[config.mk]
export PLATFORM = sky130hd
export DESIGN_NAME = if_fetch_unit
export DESIGN_NICKNAME = d
export VERILOG_FILES = /design/src/rtl/if_fetch_unit.sv
export SDC_FILE = /design/constraint.sdc
export NUM_CORES = 1
export LEC_CHECK = 0
export CAP_MARGIN = 0
export CELL_PAD_IN_SITES_DETAIL_PLACEMENT = 1
export CELL_PAD_IN_SITES_GLOBAL_PLACEMENT = 1
export CORE_MARGIN = 2
export CORE_UTILIZATION = 42
export CTS_CLUSTER_DIAMETER = 120
export DETAILED_ROUTE_END_ITERATION = 6
export HOLD_SLACK_MARGIN = 0.05
export PLACE_DENSITY_LB_ADDON = 0.08
export SLEW_MARGIN = 5
export SYNTH_ARGS = -nofsm -noshare
export SYNTH_HDL_FRONTEND = slang
export SYNTH_SLANG_ARGS = --single-unit
[constraint.sdc]
create_clock -name clk -period 8.7 [get_ports clk]
set_clock_uncertainty 0.1 [all_clocks]
set_input_delay 1.74 -clock clk [delete_from_list [all_inputs] [get_ports clk]]
set_output_delay 1.74 -clock clk [all_outputs]
set_load 0.01 [all_outputs]
[src/rtl/if_fetch_unit.sv]
// ---------------------------------------------------------------------------
// if_fetch_unit
//
// Instruction-fetch stage feeding the IF/ID pipeline register. Owns the
// program counter, runs a req/ack handshake with a variable-latency
// instruction memory and presents {pc, instruction, valid} to IF/ID.
// All outputs are registered. IF/ID writes when instr_valid && !stall.
//
// Ports:
//   clk          in   rising-edge clock
//   reset        in   asynchronous, active-high reset
//   stall        in   IF/ID not accepting; delivered outputs must hold
//   redirect     in   one-cycle pulse: flush and refetch from redirect_pc
//   redirect_pc  in   redirect target (bits [1:0] ignored)
//   imem_req     out  memory request level, high until acknowledged
//   imem_addr    out  request address, stable while imem_req is high
//   imem_ack     in   one-cycle pulse, imem_rdata valid in that cycle
//   imem_rdata   in   fetched instruction word
//   pc_out       out  PC of the delivered instruction
//   instr_out    out  delivered instruction
//   instr_valid  out  pc_out/instr_out hold a live instruction
// ---------------------------------------------------------------------------
module if_fetch_unit #(
    parameter int                    ADDR_WIDTH  = 32,
    parameter int                    INSTR_WIDTH = 32,
    parameter logic [ADDR_WIDTH-1:0] RESET_PC    = '0
) (
    input  logic                   clk,
    input  logic                   reset,
    input  logic                   stall,
    input  logic                   redirect,
    input  logic [ADDR_WIDTH-1:0]  redirect_pc,
    output logic                   imem_req,
    output logic [ADDR_WIDTH-1:0]  imem_addr,
    input  logic                   imem_ack,
    input  logic [INSTR_WIDTH-1:0] imem_rdata,
    output logic [ADDR_WIDTH-1:0]  pc_out,
    output logic [INSTR_WIDTH-1:0] instr_out,
    output logic                   instr_valid
);

    localparam logic [ADDR_WIDTH-1:0] FETCH_STEP = ADDR_WIDTH'(4);
    localparam logic [ADDR_WIDTH-1:0] ALIGN_MASK = ~ADDR_WIDTH'(3);

    // IDLE: single cycle after reset before the first request.
    // BUSY: request outstanding, result is wanted.
    // HOLD: a fetched word is parked because IF/ID is stalled; no request.
    // DROP: request outstanding but a redirect made its result stale.
    typedef enum logic [1:0] {
        IDLE = 2'd0,
        BUSY = 2'd1,
        HOLD = 2'd2,
        DROP = 2'd3
    } fetchState_t;

    fetchState_t             state_q;
    logic                    req_q;
    logic [ADDR_WIDTH-1:0]   addr_q;
    logic [ADDR_WIDTH-1:0]   pc_q;
    logic [INSTR_WIDTH-1:0]  instr_q;
    logic                    valid_q;
    logic [ADDR_WIDTH-1:0]   pendPc_q;
    logic [INSTR_WIDTH-1:0]  pendInstr_q;
    logic [ADDR_WIDTH-1:0]   target_q;

    logic [ADDR_WIDTH-1:0]   redirectAligned;
    logic [ADDR_WIDTH-1:0]   addrNext;
    logic                    slotFree;

    // Fetches are word aligned, so the low two redirect bits are dropped.
    assign redirectAligned = redirect_pc & ALIGN_MASK;
    assign addrNext        = addr_q + FETCH_STEP;

    // The output slot can take a new word if it is empty or is being
    // consumed by IF/ID in this very cycle.
    assign slotFree = !valid_q || !stall;

    // Single state machine owning every register of the stage. Redirect is
    // checked first everywhere so a flush always wins over delivery.
    always_ff @(posedge clk or posedge reset) begin
        if (reset) begin
            state_q     <= IDLE;
            req_q       <= 1'b0;
            addr_q      <= RESET_PC;
            pc_q        <= '0;
            instr_q     <= '0;
            valid_q     <= 1'b0;
            pendPc_q    <= '0;
            pendInstr_q <= '0;
            target_q    <= RESET_PC;
        end else begin
            // Baseline: a consumed or flushed instruction leaves the slot;
            // a stalled one stays. Loads below override this.
            valid_q <= valid_q && stall && !redirect;

            case (state_q)
                IDLE: begin
                    req_q   <= 1'b1;
                    state_q <= BUSY;
                    if (redirect) begin
                        target_q <= redirectAligned;
                        addr_q   <= redirectAligned;
                    end else begin
                        addr_q <= target_q;
                    end
                end

                BUSY: begin
                    if (redirect) begin
                        if (imem_ack) begin
                            // Returning word is stale; refetch right away.
                            addr_q <= redirectAligned;
                        end else begin
                            // Cannot withdraw the request, so wait it out.
                            target_q <= redirectAligned;
                            state_q  <= DROP;
                        end
                    end else if (imem_ack) begin
                        if (slotFree) begin
                            pc_q    <= addr_q;
                            instr_q <= imem_rdata;
                            valid_q <= 1'b1;
                            addr_q  <= addrNext;
                        end else begin
                            pendPc_q    <= addr_q;
                            pendInstr_q <= imem_rdata;
                            req_q       <= 1'b0;
                            state_q     <= HOLD;
                        end
                    end
                end

                HOLD: begin
                    if (redirect) begin
                        addr_q  <= redirectAligned;
                        req_q   <= 1'b1;
                        state_q <= BUSY;
                    end else if (!stall) begin
                        pc_q    <= pendPc_q;
                        instr_q <= pendInstr_q;
                        valid_q <= 1'b1;
                        addr_q  <= pendPc_q + FETCH_STEP;
                        req_q   <= 1'b1;
                        state_q <= BUSY;
                    end
                end

                DROP: begin
                    // The latest redirect wins, including one on the ack cycle.
                    if (redirect) begin
                        target_q <= redirectAligned;
                    end
                    if (imem_ack) begin
                        addr_q  <= redirect ? redirectAligned : target_q;
                        state_q <= BUSY;
                    end
                end

                default: begin
                    state_q <= IDLE;
                    req_q   <= 1'b0;
                end
            endcase
        end
    end

    assign imem_req    = req_q;
    assign imem_addr   = addr_q;
    assign pc_out      = pc_q;
    assign instr_out   = instr_q;
    assign instr_valid = valid_q;

endmodule

==> summary.md <==
| Metric | Value |
|---|---|
| CP Class | `input port to register` |
| Leading cell type in the layout, fill and taps excluded | `dfrtp_1` |
| Status | `finished clean` |
| Hold WS | `0.407 ns` |
| Input/output buffers | `164` |
| Post-synth top area cell | `dfrtp_1` |
| CP endpoint kind | `register` |
| Reg2reg end | `pc_out[22]` |
| Syn Nets | `1088` |
| Mux share of post-synthesis cell area | `0.169` |
| Switch share | `0.402` |
| Root buf cell | `clkbuf_16` |
| Min-Delay Path Class | `register to register` |
| DR pass1 iterations | `5` |
| Mapped cell area | `0.0102 sq mm` |
| Relative slew slack | `0.239` |
| Synth Area in Compound Gates | `0.135` |
| Most frequent cells in the layout | `dfrtp_1 (196), clkdlybuf4s50_1 (163), nor2_1 (107)` |
| P&R area growth vs syn | `24.2%` |
| Vias in the first global route | `8932` |
| Seq/Total Area, Yosys | `0.479` |
| Largest net degree at the start of global routing | `141` |
| Area contributors post-synth | `dfrtp_1 (48%), mux2_2 (10%), mux2i_1 (6.7%)` |
| Leak | `5.13 nW` |
| Post-layout power | `0.00453 W` |
| Simple-gate area share of the yosys netlist | `0.144` |
| CP startpoint | `stall` |
| Ys async rst share | `1.00` |
| R2r startpoint | `state_q[0]` |
| Synthesized area per cell | `10.1 sq um` |
| Reg2Reg Setup Slack | `5.49 ns` |
| WL/cell | `20.4 microns` |
| Synth Area in XOR/XNOR | `0.0308` |
| Nets | `1215` |
| Logic pwr share | `0.433` |
| CTS sink cnt | `196` |
| Final setup TNS | `0 ns` |
| Largest family of logic cells by synthesized area | `multiplexers` |
| Worst slew pin tran | `1.13 ns` |
| Worst vdd ir | `0.150 mV` |
| Initial DRC count | `493` |
| Vias per inst | `5.74` |
| Total gr overflow | `0` |
| Gpl congestion | `0.840` |
| Fin crit share | `0.472` |
| Ant diodes | `0` |
| H-tree depth | `4` |
| Resized Gates After CTS | `0` |
| Fillers | `2727` |
| Post-synth top area share | `0.479` |
| YS warnings | `0` |
| Predominant post-synthesis flop cell | `dfrtp_1` |
| Via count | `8474` |
| Routed wire length | `30.1 mm` |
| Switching pwr | `0.00182 W` |
| #FFs+latches synth | `196` |
| DIE HEIGHT | `160 microns` |
| Core area | `0.0241 sq mm` |
| CP Data Arrival Time | `4.34 ns` |
| Pwr dens | `356 mW/mm^2` |
| Remaining DRCs | `0` |
| Min Tclk post-route | `4.11 ns` |
| Cells on worst reg2reg path | `7` |
| Synth cell types | `64` |
| Crit path max fanout | `34` |
| RSZ-0062 raised after global routing | `false` |
| EDFF count, synth | `0` |
| Max cap viols | `0` |
| Clock Path Buffers | `2` |
| Pins Over Slew Limit | `0` |
| Die W | `160 microns` |
| Tot GR Track Use | `0.240` |
| Initial core utilization | `0.425` |
| Initial antenna violation count | `0` |
| Row count | `57` |
| Antenna Nets Post-Route | `0` |
| # Post-CTS Setup Buffers | `0` |
| Count of final setup violators | `0` |
| First-pass GRT wire length | `48.9 mm` |
| Clk_lat worst skew | `0.44 ns` |
| Sequential share of power | `0.386` |
| Worst-path clk slew | `0.07 ns` |
| Syn Inst Count | `1013` |
| Io pins | `167` |
| Hold-fix buffers, CTS | `0` |
| CTS tree | `yes` |
| FMAX | `243 MHz` |
| Crit path capture | `pendInstr_q[5]` |
| Adder-cell area share of the yosys netlist | `0.00733` |
| Total CTS buffers | `17` |
| Internal power | `0.00271 W` |
| Share of layout cells above drive strength 1 | `0.135` |
| Clock share of power | `0.181` |
| Die ar. | `0.0256 sq mm` |
| Startpoint Class | `input port` |
| Worst path required time | `8.93 ns` |
| Final Hold Fails | `0` |
| Final HPWL DP | `19.8 mm` |
[layout make-up]
cell class	instances	area [sq um]	area share
clock inverters	14	165	0.0130
inverters	14	60.1	0.00472
repair buffers	177	1730	0.136
flip-flops and latches	196	4900	0.386
well taps	324	405	0.0319
clock buffers	18	439	0.0345
multi-input cells	734	5000	0.394
[registers in the layout, summed over array words and instances, names as in the netlist]
name	cells
instr_valid	1
pendPc_q	32
target_q	32
instr_out	32
pendInstr_q	32
imem_req	1
pc_out	32
imem_addr	32
state_q	2
[kinds of logic after synthesis]
kind of cell	after synthesis
multiplexers	161
AND/OR/NAND/NOR	301
flip-flops	196
AO/OA/AOI/OAI	230
buffers and inverters	83
adder cells (fa/ha/maj)	6
XOR/XNOR	36
[routing by layer]
| metal | global-route usage | vias up | share of wire |
|---|---|---|---|
| li1 | - | 3920 | - |
| met2 | 0.409 | 232 | 0.49 |
| met1 | 0.308 | 4281 | 0.43 |
| met5 | 0 | - | 0 |
| met4 | 0.0778 | 0 | 0.022 |
| met3 | 0.0478 | 41 | 0.054 |
[power groups by stage]
stage | clock network, W | registers (W) | logic [W]
2_1_floorplan | 0 | 0.00172 | 0.00111
3_3_place_gp | 0 | 0.00174 | 0.00192
3_5_place_dp | 0 | 0.00176 | 0.00197
4_1_cts | 0.000836 | 0.00175 | 0.00198
5_1_grt | 0.000867 | 0.00182 | 0.00215
6_report | 0.000817 | 0.00175 | 0.00196
[worst min-delay path by stage]
stage | to | cells after the start | from
after global routing | pendInstr_q[0] | 1 | pendInstr_q[0]
after floorplan | target_q[0] | 1 | target_q[0]
after detailed placement | target_q[29] | 1 | target_q[29]
final | target_q[29] | 1 | target_q[29]
after CTS | target_q[29] | 1 | target_q[29]
after global placement | target_q[1] | 1 | target_q[1]
[stage by stage]
step | std cells | utilization | setup WS [ns] | instance area, sq um
floorplan | 1013 | - | 1.52 | 10200
global placement | 1445 | 0.502 | 4.13 | 12100
detailed placement | 1445 | 0.502 | 4.09 | 12100
CTS | 1477 | 0.527 | 4.55 | 12700
global route | 1477 | 0.527 | 4.41 | 12700
finish | 1477 | 0.527 | 4.59 | 12700
[cells in the mapped netlist, drive strengths merged (9+ instances only)]
cell type    n
inv         14
nand4       23
and3        13
buf         10
o22ai       10
o21ai       51
nand3       33
nor2       108
a211oi       9
nor4        10
mux2        92
xnor2       23
clkbuf      59
dfrtp      196
mux2i       69
a21oi       96
xor2        13
nor3        20
o31ai       15
nand2       64
a31oi       11
[critical path: stages]
cell and delay, ns:
clkdlybuf4s50_1 0.57, nand3_1 0.20, nor2_1 0.08, nand2_2 0.75, buf_4 0.57, mux2_2 0.39
(Power assumes the default switching activity.)
